===== src/rtl/bram_rd_arbiter_pkg.sv =====
// Shared constants and types for the two-requester BRAM read arbiter.
package bram_rd_arbiter_pkg;

  localparam int unsigned DEFAULT_DEPTH  = 9;
  localparam int unsigned DEFAULT_ADDR_W = 4;
  localparam int unsigned DEFAULT_DATA_W = 8;

  // Requester ids as carried in the stage-1 pipeline register
  localparam logic REQ0 = 1'b0;
  localparam logic REQ1 = 1'b1;

  // Stage-1 tracking of the read granted in the previous cycle
  typedef struct packed {
    logic valid;
    logic id;
    logic err;
  } s1_t;

endpackage


===== src/rtl/bram_rd_arbiter_rr_arb2.sv =====
// Two-way round-robin grant logic. The requester not granted most recently wins a tie.
module rr_arb2 (
  input  logic       clk,
  input  logic       rst,
  input  logic [1:0] req,
  output logic [1:0] gnt
);

  logic last_gnt_q, last_gnt_d;

  // Combinational grant; suppressed entirely while reset is asserted
  always_comb begin
    gnt = 2'b00;
    if (!rst) begin
      unique case (req)
        2'b01:   gnt = 2'b01;
        2'b10:   gnt = 2'b10;
        2'b11:   gnt = last_gnt_q ? 2'b01 : 2'b10;
        default: gnt = 2'b00;
      endcase
    end
  end

  // Remember who was granted last; hold when nobody is granted
  always_comb begin
    last_gnt_d = last_gnt_q;
    if (gnt[1]) begin
      last_gnt_d = 1'b1;
    end else if (gnt[0]) begin
      last_gnt_d = 1'b0;
    end
  end

  // Reset to 1 so requester 0 wins the first tie
  always_ff @(posedge clk) begin
    if (rst) begin
      last_gnt_q <= 1'b1;
    end else begin
      last_gnt_q <= last_gnt_d;
    end
  end

endmodule


===== src/rtl/bram_rd_arbiter.sv =====
// Shares one synchronous BRAM read port between two requesters. Grants are combinational,
// the RAM returns data one cycle later, and responses are registered to the owner at T+2.
module bram_rd_arbiter
  import bram_rd_arbiter_pkg::*;
#(
  parameter int unsigned DEPTH  = DEFAULT_DEPTH,
  parameter int unsigned ADDR_W = DEFAULT_ADDR_W,
  parameter int unsigned DATA_W = DEFAULT_DATA_W
) (
  input  logic              clk,
  input  logic              rst,
  input  logic              req0,
  input  logic [ADDR_W-1:0] addr0,
  output logic              gnt0,
  output logic              rsp0_valid,
  output logic [DATA_W-1:0] rsp0_data,
  output logic              rsp0_err,
  input  logic              req1,
  input  logic [ADDR_W-1:0] addr1,
  output logic              gnt1,
  output logic              rsp1_valid,
  output logic [DATA_W-1:0] rsp1_data,
  output logic              rsp1_err,
  output logic              mem_rd_en,
  output logic [ADDR_W-1:0] mem_rd_addr,
  input  logic [DATA_W-1:0] mem_data
);

  // One extra bit so DEPTH == 2**ADDR_W still compares correctly
  localparam logic [ADDR_W:0] DepthLim = (ADDR_W + 1)'(DEPTH);

  logic [1:0]        gnt;
  logic              granted;
  logic              gnt_id;
  logic [ADDR_W-1:0] gnt_addr;
  logic              addr_ok;
  s1_t               s1_q, s1_d;

  rr_arb2 u_rr_arb2 (
    .clk (clk),
    .rst (rst),
    .req ({req1, req0}),
    .gnt (gnt)
  );

  assign gnt0 = gnt[0];
  assign gnt1 = gnt[1];

  // Select the granted address, range-check it, and drive the RAM port only when legal
  always_comb begin
    granted     = |gnt;
    gnt_id      = gnt[1] ? REQ1 : REQ0;
    gnt_addr    = gnt[1] ? addr1 : addr0;
    addr_ok     = {1'b0, gnt_addr} < DepthLim;
    mem_rd_en   = granted && addr_ok;
    mem_rd_addr = mem_rd_en ? gnt_addr : '0;
    s1_d.valid  = granted;
    s1_d.id     = gnt_id;
    s1_d.err    = granted && !addr_ok;
  end

  // Stage 1: track the read in flight while the RAM produces its data
  always_ff @(posedge clk) begin
    if (rst) begin
      s1_q <= '0;
    end else begin
      s1_q <= s1_d;
    end
  end

  // Stage 2: route the returned word to its owner; data/err hold while valid is low
  always_ff @(posedge clk) begin
    if (rst) begin
      rsp0_valid <= 1'b0;
      rsp0_data  <= '0;
      rsp0_err   <= 1'b0;
      rsp1_valid <= 1'b0;
      rsp1_data  <= '0;
      rsp1_err   <= 1'b0;
    end else begin
      rsp0_valid <= s1_q.valid && (s1_q.id == REQ0);
      rsp1_valid <= s1_q.valid && (s1_q.id == REQ1);
      if (s1_q.valid && (s1_q.id == REQ0)) begin
        rsp0_data <= s1_q.err ? '0 : mem_data;
        rsp0_err  <= s1_q.err;
      end
      if (s1_q.valid && (s1_q.id == REQ1)) begin
        rsp1_data <= s1_q.err ? '0 : mem_data;
        rsp1_err  <= s1_q.err;
      end
    end
  end

endmodule


===== config.mk =====
export PLATFORM = sky130hd
export DESIGN_NAME = bram_rd_arbiter
export DESIGN_NICKNAME = d
export VERILOG_FILES = /design/src/rtl/bram_rd_arbiter_pkg.sv /design/src/rtl/bram_rd_arbiter_rr_arb2.sv /design/src/rtl/bram_rd_arbiter.sv
export SDC_FILE = /design/constraint.sdc
export NUM_CORES = 1
export LEC_CHECK = 0
export CAP_MARGIN = 30
export CORE_ASPECT_RATIO = 0.7
export CORE_MARGIN = 2
export CORE_UTILIZATION = 35
export CTS_CLUSTER_SIZE = 25
export DETAILED_ROUTE_END_ITERATION = 7
export PLACE_DENSITY = 0.82
export SLEW_MARGIN = 20
export SYNTH_ARGS = -nofsm -noshare
export SYNTH_HDL_FRONTEND = slang
export SYNTH_HIERARCHICAL = 1
export SYNTH_SLANG_ARGS = --single-unit

===== constraint.sdc =====
create_clock -name clk -period 1.78 [get_ports clk]
set_input_delay 0.445 -clock clk [delete_from_list [all_inputs] [get_ports clk]]
set_output_delay 0.445 -clock clk [all_outputs]
set_load 0.005 [all_outputs]

==> results of run 1 <==
[where the power goes]
group | switching (mW) | total [mW] | internal (mW)
Sequential | 0.0127 | 0.566 | 0.553
Combinational | 0.0932 | 0.219 | 0.126
Clock | 0.160 | 0.357 | 0.197
[critical path, cell delays in order]
cell	delay [ns]
buf_2	0.12
a211oi_4	0.26
buf_6	0.16
buf_6	0.11
mux2i_4	0.24
nor3_4	0.07
nor2_1	0.13
buf_2	0.13
[registers in the layout, summed over array words and instances, names as in the netlist]
register,count
u_rr_arb2/last_gnt_q,1
s1_q,3
rsp0_err,1
rsp0_data,8
rsp0_valid,1
rsp1_data,8
rsp1_valid,1
rsp1_err,1
[cell families (layout without fill, tap and decap cells)]
logic type / Yosys count / count (layout)
DFF: 24 / 24
buffers and inverters: 8 / 73
muxes: 2 / 2
and+or+nand+nor: 66 / 66
AOI/OAI and AO/OA: 24 / 24
[cell usage after synthesis, types with 2 or more instances]
cell type,count,share of area [%]
nor2b_1,10,6.1
a21oi_1,18,8.8
buf_2,3,1.5
inv_1,2,0.74
nand2_1,37,14
nor2_1,10,3.7
a22oi_1,3,2.2
clkbuf_1,2,0.74
dfxtp_1,24,47
[through the flow]
stage,instances,util [%],instance area (sq um),hold slack (ns),power [mW]
2_1_floorplan,124,-,1030,0.447,0.653
3_3_place_gp,209,56.4,1570,0.444,0.763
3_5_place_dp,209,56.4,1570,0.455,0.768
4_1_cts,223,60.8,1690,0.467,1.14
5_1_grt,225,62.1,1730,0.481,1.20
6_report,225,62.1,1730,0.465,1.14
[area by class of cell]
cell class,instances,area [sq um],area share [%]
clock buffer,4,55.1,3.19
inverter,2,7.51,0.434
multi-input combinational,92,538,31.1
sequential,24,482,27.9
tap,36,45.0,2.61
timing repair buffer,67,601,34.8
[worst paths after layout]
path	startpoint	to	slack (ns)	depth (start not counted)
setup / recovery	req0	mem_rd_addr[0]	-0.34	8
hold / removal	rsp0_data[6]	rsp0_data[6]	0.47	2
hold reg to reg	rsp0_data[6]	rsp0_data[6]	0.47	2
setup reg to reg	u_rr_arb2/last_gnt_q	s1_q[0]	0.26	9
[layout by cell type (no fill, tap or decap), types with 2 or more instances in the layout]
master	instances
nand2_1	37
dfxtp_1	23
buf_4	15
nor2b_1	10
a21oi_1	18
clkdlybuf4s50_1	32
clkbuf_8	4
buf_2	7
nor2_1	10
buf_6	6
clkbuf_2	2
a22oi_1	2
dlygate4sd2_1	4
[routing by layer]
metal | part of all wire (%) | wire length (um) | global-route usage [%]
met5 | 0 | 0 | 0
met1 | 41 | 1300 | 24.4
met2 | 50 | 1580 | 33.3
met3 | 5.4 | 172 | 5.54
met4 | 3.8 | 119 | 11.7
[timing repair]
item                                    in CTS  in global routing
setup buffers                               10                  2
endpoints found under the setup margin       7                  7
gates cloned                                 0                  0
resized for setup                           47                  8
hold buffers                                 0                  0
pin swaps                                    9                  7
==> results.md, run 1 <==
- Synthesis-to-finish area growth: 69.7%
- Crit Path Category: primary input to output port
- Fin. Hold Viols: 0
- Register bit total from synthesis: 24
- Post-synthesis mux area share: under 10%
- Min Tclk post-route: ~2.1 ns
- Core ar.: between 2000 and 3000 sq um
- Maximum vdd ir drop: ~0.45 mV
- Initial core utilization: a little over a third
- Crit path max fanout: 4
- Vias in the first global route: approximately 1,100
- ANT nets after route: 0
- HPWL Detailed: between 2 and 2.5 mm
- Std-Cell Rows: 16
- RSZ-0062 raised after global routing: yes
- I/O Buffers: 46
- Layout Skew: about 0.0042 ns
- Max Root-Sink Buffers: 2
- Critical path startpoint category: primary input
- Ant diodes: 0
- Distinct cells, synth: 24
- CTS tree: done
- Dpl ws: -1.05 ns
- Io pins: 47
- Die ar.: roughly 3400 sq um
- Wire length per cell: roughly 14 um
- FILL cells: around 220
- Failing checks: setup timing
- Slew @ Worst Pin: 0.560 ns
- Synth Area in Compound Gates: a little over an eighth
- Status: finished, violations left
- Tcrit/Tclk final: 119%
- Synth Area in XOR/XNOR: 0%
- Primary FF master, synth: dfxtp_1
- EDFF count, synth: 0
- First-pass GRT wire length: around 5 mm
- Worst path required time: ~1.3 ns
- Layout cells sized above 1: 24.9%
- Die Y: between 40 and 50 um
- Critical Path AT: between 1.5 and 2 ns
- Vias: around 1,100
- Slew headroom: between 60% and 70%
- Setup violators final: 6
- Tot GR Track Use: 20.7%
- Total clock buffers created by CTS: 3
- First-pass DRT Iterations: 4
- Sequential area share after synthesis: between 40% and 50%
- Simple-gate share of the synthesized area: between 30% and 40%
- Mapped Area: around 1000 sq um
- Ys Warns: 6
- Nets: 210
- Fmax: 0.473 GHz
- Post-Synth Adder-Cell Area: 0%
- DR iter-0 viols: 24
- Syn_nets: about 140
- Total congestion overflow: 0
- Setup TNS: -1.46 ns
- Clock sinks: 24
- DR vias/cell: between 4 and 5
- Htree depth: 1
- Largest family of logic cells by synthesized area: simple AND/OR/NAND/NOR gates
- Pin count of the biggest net entering global routing: 25
- Syn Area/Cell: roughly 8.2 sq um
- Share of flip-flops with an asynchronous set or reset: 0%
- Power Density: between 600 and 700 nW/um^2
- Leak: around 0.67 nW
- Type of the worst min-delay path: register to register
- Clock transition at path regs: about 0.08 ns
- Residual DRC count: 0
- Placer Congestion: just over 0.9
- Initial antenna violation count: 0
- Final setup margin: -0.335 ns
- Crit end category: output port
- Synthesized instance count: ~120
- Die width: approximately 68 um
- Pins Over Slew Limit: 0
- Final wirelength: 3.17 mm
- Clock Latency Late Sink: 0.26 ns
- # Max-Cap Violations: 0
- Root Buffer: clkbuf_8
Note: power is estimated with default switching activity, not from simulation.
==> inputs of run 2 (changes only) <==
- SKIP_CTS_REPAIR_TIMING: unset -> 1
==> run 2 against run 1 <==
  * The flow still finishes with violations (setup timing)
  * Sequential power hardly changed
  * Highest routed layer unchanged
  * Cell count fell by 3.1%
  * Sequential share of layout area grew 0.62 points
  * Critical path type unchanged
  * Die area unchanged
  * Fmax decreased by 0.83%
  * Sequential cell count is the same
  * Register-to-register slack improved by 0.15 ns
  * First-iteration DRC count up 71%
  * Global-route usage shrank 2.1 points
  * Via count down 4.0%
==> results.md, run 2 (same netlist as run 1, synthesis figures left out) <==
- Met3 GRT Util: between 5 and 6%
- RSZ-0062 raised after global routing: yes
- Critical path startpoint category: primary input
- Total congestion overflow: 0
- Leak: 0.694 nW
- Top Registers: rsp0_data (8), rsp1_data (8), s1_q (3)
- Worst path required time: 1.33 ns
- Core ar.: between 2000 and 3000 sq um
- Vias: 1,063
- Final wirelength: 2.95 mm
- CP top delay family: buffers and inverters
- Internal power: roughly 0.87 mW
- Critical Path AT: around 1.7 ns
- Commonest cells after routing, fill and taps aside: nand2_1 (37), clkdlybuf4s50_1 (34), dfxtp_1 (23)
- DR iter-0 viols: between 40 and 50
- Fmax: approximately 0.47 GHz
- Layer with the highest usage: met2
- Htree depth: 1
- Crit path largest cell delay: 0.47 ns
- Vias in the first global route: between 900 and 1,000
- HPWL Detailed: ~2.2 mm
- Clock Latency Late Sink: between 0.2 and 0.3 ns
- Synthesis-to-finish area growth: 66.0%
- Net Sw Frac: a little under a quarter
- DR vias/cell: ~5
- # Max-Cap Violations: 0
- Met1 usage: a little under a quarter
- Slew headroom: a little under two thirds
- Layout cells sized above 1: about 20%
- Layout Skew: approximately 0.0016 ns
- Status: finished, violations left
- Tot GR Track Use: between 10% and 20%
- Leading cell type in the layout, fill and taps excluded: nand2_1
- Setup violators final: 5
- Root Buffer: clkbuf_8
- Io pins: 47
- Power Density: roughly 670 nW/um^2
- Clock sinks: 24
- Dpl ws: -1.05 ns
- Crit end category: output port
- Placer Congestion: approximately 0.91
- Worst path slowest cell: clkdlybuf4s50_1
- Ant diodes: 0
- First-pass GRT wire length: 4.58 mm
- Type of the worst min-delay path: register to register
- Combinational Power Share: 18.0%
- Total power: around 1.1 mW
- Die width: 68.5 um
- Fin. Hold Viols: 0
- Wire length per cell: 13.6 um
- Slew @ Worst Pin: about 0.55 ns
- Pin count of the biggest net entering global routing: 25
- Initial antenna violation count: 0
- Crit path max fanout: 3
- CP bufs+invs: 3
- Flop pwr share: 50.1%
- Die Y: 49.1 um
- Routing usage on met2: roughly 30%
- I/O Buffers: 46
- Max Root-Sink Buffers: 2
- Failing checks: setup timing
- Nets: around 200
- Residual DRC count: 0
- Total clock buffers created by CTS: 3
- Std-Cell Rows: 16
- CTS tree: done
- Critical Path, Cell by Cell: clkdlybuf4s50_1 > nor4b_4 > buf_4 > nor3_2 > nor2_1 > buf_2
- Maximum vdd ir drop: approximately 0.43 mV
- Psw: around 0.26 mW
- Min Tclk post-route: around 2.1 ns
- ANT nets after route: 0
- Clock power share: a little under a third
- Pins Over Slew Limit: 0
- Initial core utilization: between 30% and 40%
- Clock transition at path regs: 0.08 ns
- Reg-to-reg slack, setup: slightly above 0.4 ns
- Crit Path Category: primary input to output port
- Tcrit/Tclk final: 120%
- Final setup margin: -0.353 ns
- Die ar.: ~3400 sq um
- First-pass DRT Iterations: 6
-- run 2: power by group through the flow --
stage,combinational [mW],clock [mW],sequential (mW)
2_1_floorplan,0.0762,0,0.577
3_3_place_gp,0.186,0,0.577
3_5_place_dp,0.191,0,0.577
4_1_cts,0.192,0.366,0.565
5_1_grt,0.219,0.404,0.568
6_report,0.203,0.359,0.565
-- run 2: path summary, 6_finish.rpt --
| path | start | end | cells past startpoint |
|---|---|---|---|
| min reg2reg | rsp1_data[5] | rsp1_data[5] | 2 |
| max | addr1[2] | mem_rd_en | 6 |
| min | rsp1_data[5] | rsp1_data[5] | 2 |
| max reg2reg | u_rr_arb2/last_gnt_q | s1_q[0] | 5 |
-- run 2: layout make-up --
cell class              instances  area (sq um)
repair buffers                 60           569
clock buffers                   4          55.1
inverters                       2          7.51
multi-input cells              92           532
flip-flops and latches         24           482
fillers                       229          1090
well taps                      36          45.0
-- run 2: worst register-to-register path: stages, from the launching register on --
cell,delay [ns]
dfxtp_2,0.34
a211oi_4,0.28
buf_6,0.16
mux2_4,0.32
o21ai_2,0.07
nor4_1,0.07
-- run 2: metal layers --
metal,vias up,wire (um)
met1,498,1290
met5,-,0
li1,523,-
met3,6,148
met4,0,69
met2,36,1450
-- run 2: per-stage QoR --
step	util (%)	cell area [sq um]	hold WS (ns)	TNS, ns	cells
3_3_place_gp	56.4	1570	0.444	-6.16	209
5_1_grt	60.7	1690	0.482	-2.03	218
4_1_cts	58.4	1630	0.467	-6.35	213
2_1_floorplan	-	1030	0.447	0	124
3_5_place_dp	56.4	1570	0.455	-6.59	209
6_report	60.7	1690	0.467	-1.58	218
==> inputs of run 3 (changes only) <==
- SYNTH_HIERARCHICAL: 1 -> unset
==> run 3 against run 2 <==
  * The flow still finishes with violations (setup timing)
  * Combinational power is 15% higher
  * First-iteration DRC count stayed put
  * Area after synthesis is 2.2% higher
  * Core utilization is 0.42 points higher
  * Register-to-register slack better by 0.14 ns
  * Global-route usage is 1.8 points lower
  * Synthesized cell count is 8.1% higher
  * Routed wire length is 2.1% higher
  * Clock power is 12% lower
  * Critical path type is now register to output port
  * Highest routed layer unchanged
==> results.md, run 3 <==
- Total clock buffers created by CTS: 3
- Ant diodes: 0
- First-pass GRT wire length: between 4 and 5 mm
- Mapped Area: roughly 1000 sq um
- Total power: 1.13 mW
- Pins Over Slew Limit: 0
- DR iter-0 viols: between 40 and 50
- Std-Cell Rows: 16
- R2R cell count: 3
- Worst hold endpoint: rsp1_err
- First-pass DRT Iterations: 4
- # Max-Cap Violations: 0
- Tot GR Track Use: ~17%
- Leading cell type in the layout, fill and taps excluded: nand2_1
- Final wirelength: approximately 3.0 mm
- Critical Path AT: between 1 and 1.5 ns
- Status: finished, violations left
- Hold Startpoint: rsp1_err
- DR vias/cell: 4.89
- Wire length per cell: approximately 13 um
- Vias in the first global route: between 1,000 and 1,500
- Area contributors post-synth: dfxtp_1 (46%), nand2_1 (14%), a21oi_1 (8.7%), nor2b_1 (5.4%), a211oi_1 (2.9%)
- Worst path required time: ~1.3 ns
- Fmax: ~0.52 GHz
- Fin. Hold Viols: 0
- Primary FF master, synth: dfxtp_1
- Dpl ws: -0.816 ns
- Syn_nets: between 150 and 200
- EDFF count, synth: 0
- Top Registers: rsp0_data (8), rsp1_data (8), s1_q (3)
- Die ar.: between 3000 and 4000 sq um
- Pin count of the biggest net entering global routing: 21
- Min Tclk post-route: roughly 1.9 ns
- Commonest cells after routing, fill and taps aside: nand2_1 (38), clkdlybuf4s50_1 (28), dfxtp_1 (23)
- Placer Congestion: 0.764
- Htree depth: 1
- Setup TNS: -0.354 ns
- Layout Skew: roughly 0.0044 ns
- Core ar.: around 2800 sq um
- Die Y: approximately 50 um
- Initial antenna violation count: 0
- Io pins: 47
- Max Root-Sink Buffers: 2
- Hold Crit Depth: 2
- Slew @ Worst Pin: about 0.63 ns
- Maximum vdd ir drop: about 0.24 mV
- Share of flip-flops with an asynchronous set or reset: 0%
- Util after Layout: 61.2%
- Synth area leader: dfxtp_1
- Type of the worst min-delay path: register to register
- Leak: 0.746 nW
- Register bit total from synthesis: 24
- Crit Path Category: register to output port
- Setup violators final: 4
- FILL cells: ~240
- CTS tree: done
- HPWL Detailed: 2.08 mm
- Initial core utilization: a little under two fifths
- Crit path max fanout: 6
- Critical path startpoint category: register
- Clock Latency Late Sink: around 0.27 ns
- ANT nets after route: 0
- Residual DRC count: 0
- RR Endpoint: rsp0_data[2]
- Reg-to-reg slack, setup: 0.55 ns
- RSZ-0062 raised after global routing: yes
- I/O Buffers: 46
- Synthesized instance count: about 130
- Ys Warns: 0
- Sequential area share after synthesis: between 40% and 50%
- Top cells by count, synth: nand2_1 (39), dfxtp_1 (24), a21oi_1 (18)
- Slew headroom: between 50% and 60%
- Top-count cell post-synth: nand2_1
- Area of placed instances: around 1600 sq um
- Final setup margin: -0.131 ns
- Syn Area/Cell: approximately 7.8 sq um
- Die width: 69.2 um
- Root Buffer: clkbuf_8
- RR Startpoint: s1_q[2]
- Crit end category: output port
- Clock transition at path regs: around 0.080 ns
- Tcrit/Tclk final: 107%
- Clock sinks: 24
- Total congestion overflow: 0
- Failing checks: setup timing
- Synthesis-to-finish area growth: 65.9%
- Layout cells sized above 1: between 20 and 25%
- Design area: approximately 1700 sq um
- Power Density: 653 nW/um^2
- Vias: 1,105
- Nets: around 210
- Distinct cells, synth: 20
- Post-synth top area share: 46.2%
-- run 3: logic make-up after synthesis --
family                 Yosys count  share of synthesized area (%)
AO/OA/AOI/OAI                   32                           19.2
buffers and inverters           11                           4.57
flip-flops                      24                           46.2
AND/OR/NAND/NOR                 67                           30.0
-- run 3: worst max-delay path by stage --
stage                           endpoint  cells past startpoint  slack, ns                 start
after global placement    mem_rd_addr[0]                      5      -0.75                  req0
after detailed placement  mem_rd_addr[1]                      5      -0.82                  req0
after CTS                 mem_rd_addr[1]                      5      -0.83                  req0
after global routing      mem_rd_addr[2]                      5      -0.21  u_rr_arb2.last_gnt_q
after floorplan           mem_rd_addr[3]                      3       0.31              addr0[2]
final                     mem_rd_addr[1]                      5      -0.13  u_rr_arb2.last_gnt_q
-- run 3: power breakdown --
group / switching [mW] / internal (mW) / total (mW)
Combinational: 0.104 / 0.130 / 0.234
Sequential: 0.0171 / 0.559 / 0.576
Clock: 0.165 / 0.152 / 0.316
Total: 0.287 / 0.840 / 1.13
-- run 3: critical path: stages, from the launching register on --
cell      delay [ns]
dfxtp_4         0.37
a21boi_4        0.22
buf_4           0.14
nand3b_1        0.11
a211oi_2        0.21
buf_2           0.14
-- run 3: cell type report --
type                    count  area (sq um)  area share (%)
multi-input cells          99           587            34.0
repair buffers             60           554            32.1
flip-flops and latches     24           484            28.0
well taps                  36          45.0            2.61
clock buffers               3          41.3            2.39
inverters                   4          15.0           0.870
-- run 3: metrics by stage --
step / std cells / hold slack [ns]
3_5_place_dp: 219 / 0.450
6_report: 226 / 0.460
5_1_grt: 226 / 0.472
2_1_floorplan: 134 / 0.453
4_1_cts: 222 / 0.461
3_3_place_gp: 219 / 0.444
-- run 3: metal layers --
| layer | vias up | track usage, % | part of all wire (%) |
|---|---|---|---|
| met5 | - | 0 | 0 |
| met4 | 0 | 5.88 | 1.3 |
| met3 | 5 | 6.75 | 7.1 |
| met2 | 48 | 26.8 | 45 |
| met1 | 497 | 20.7 | 47 |
| li1 | 555 | - | - |
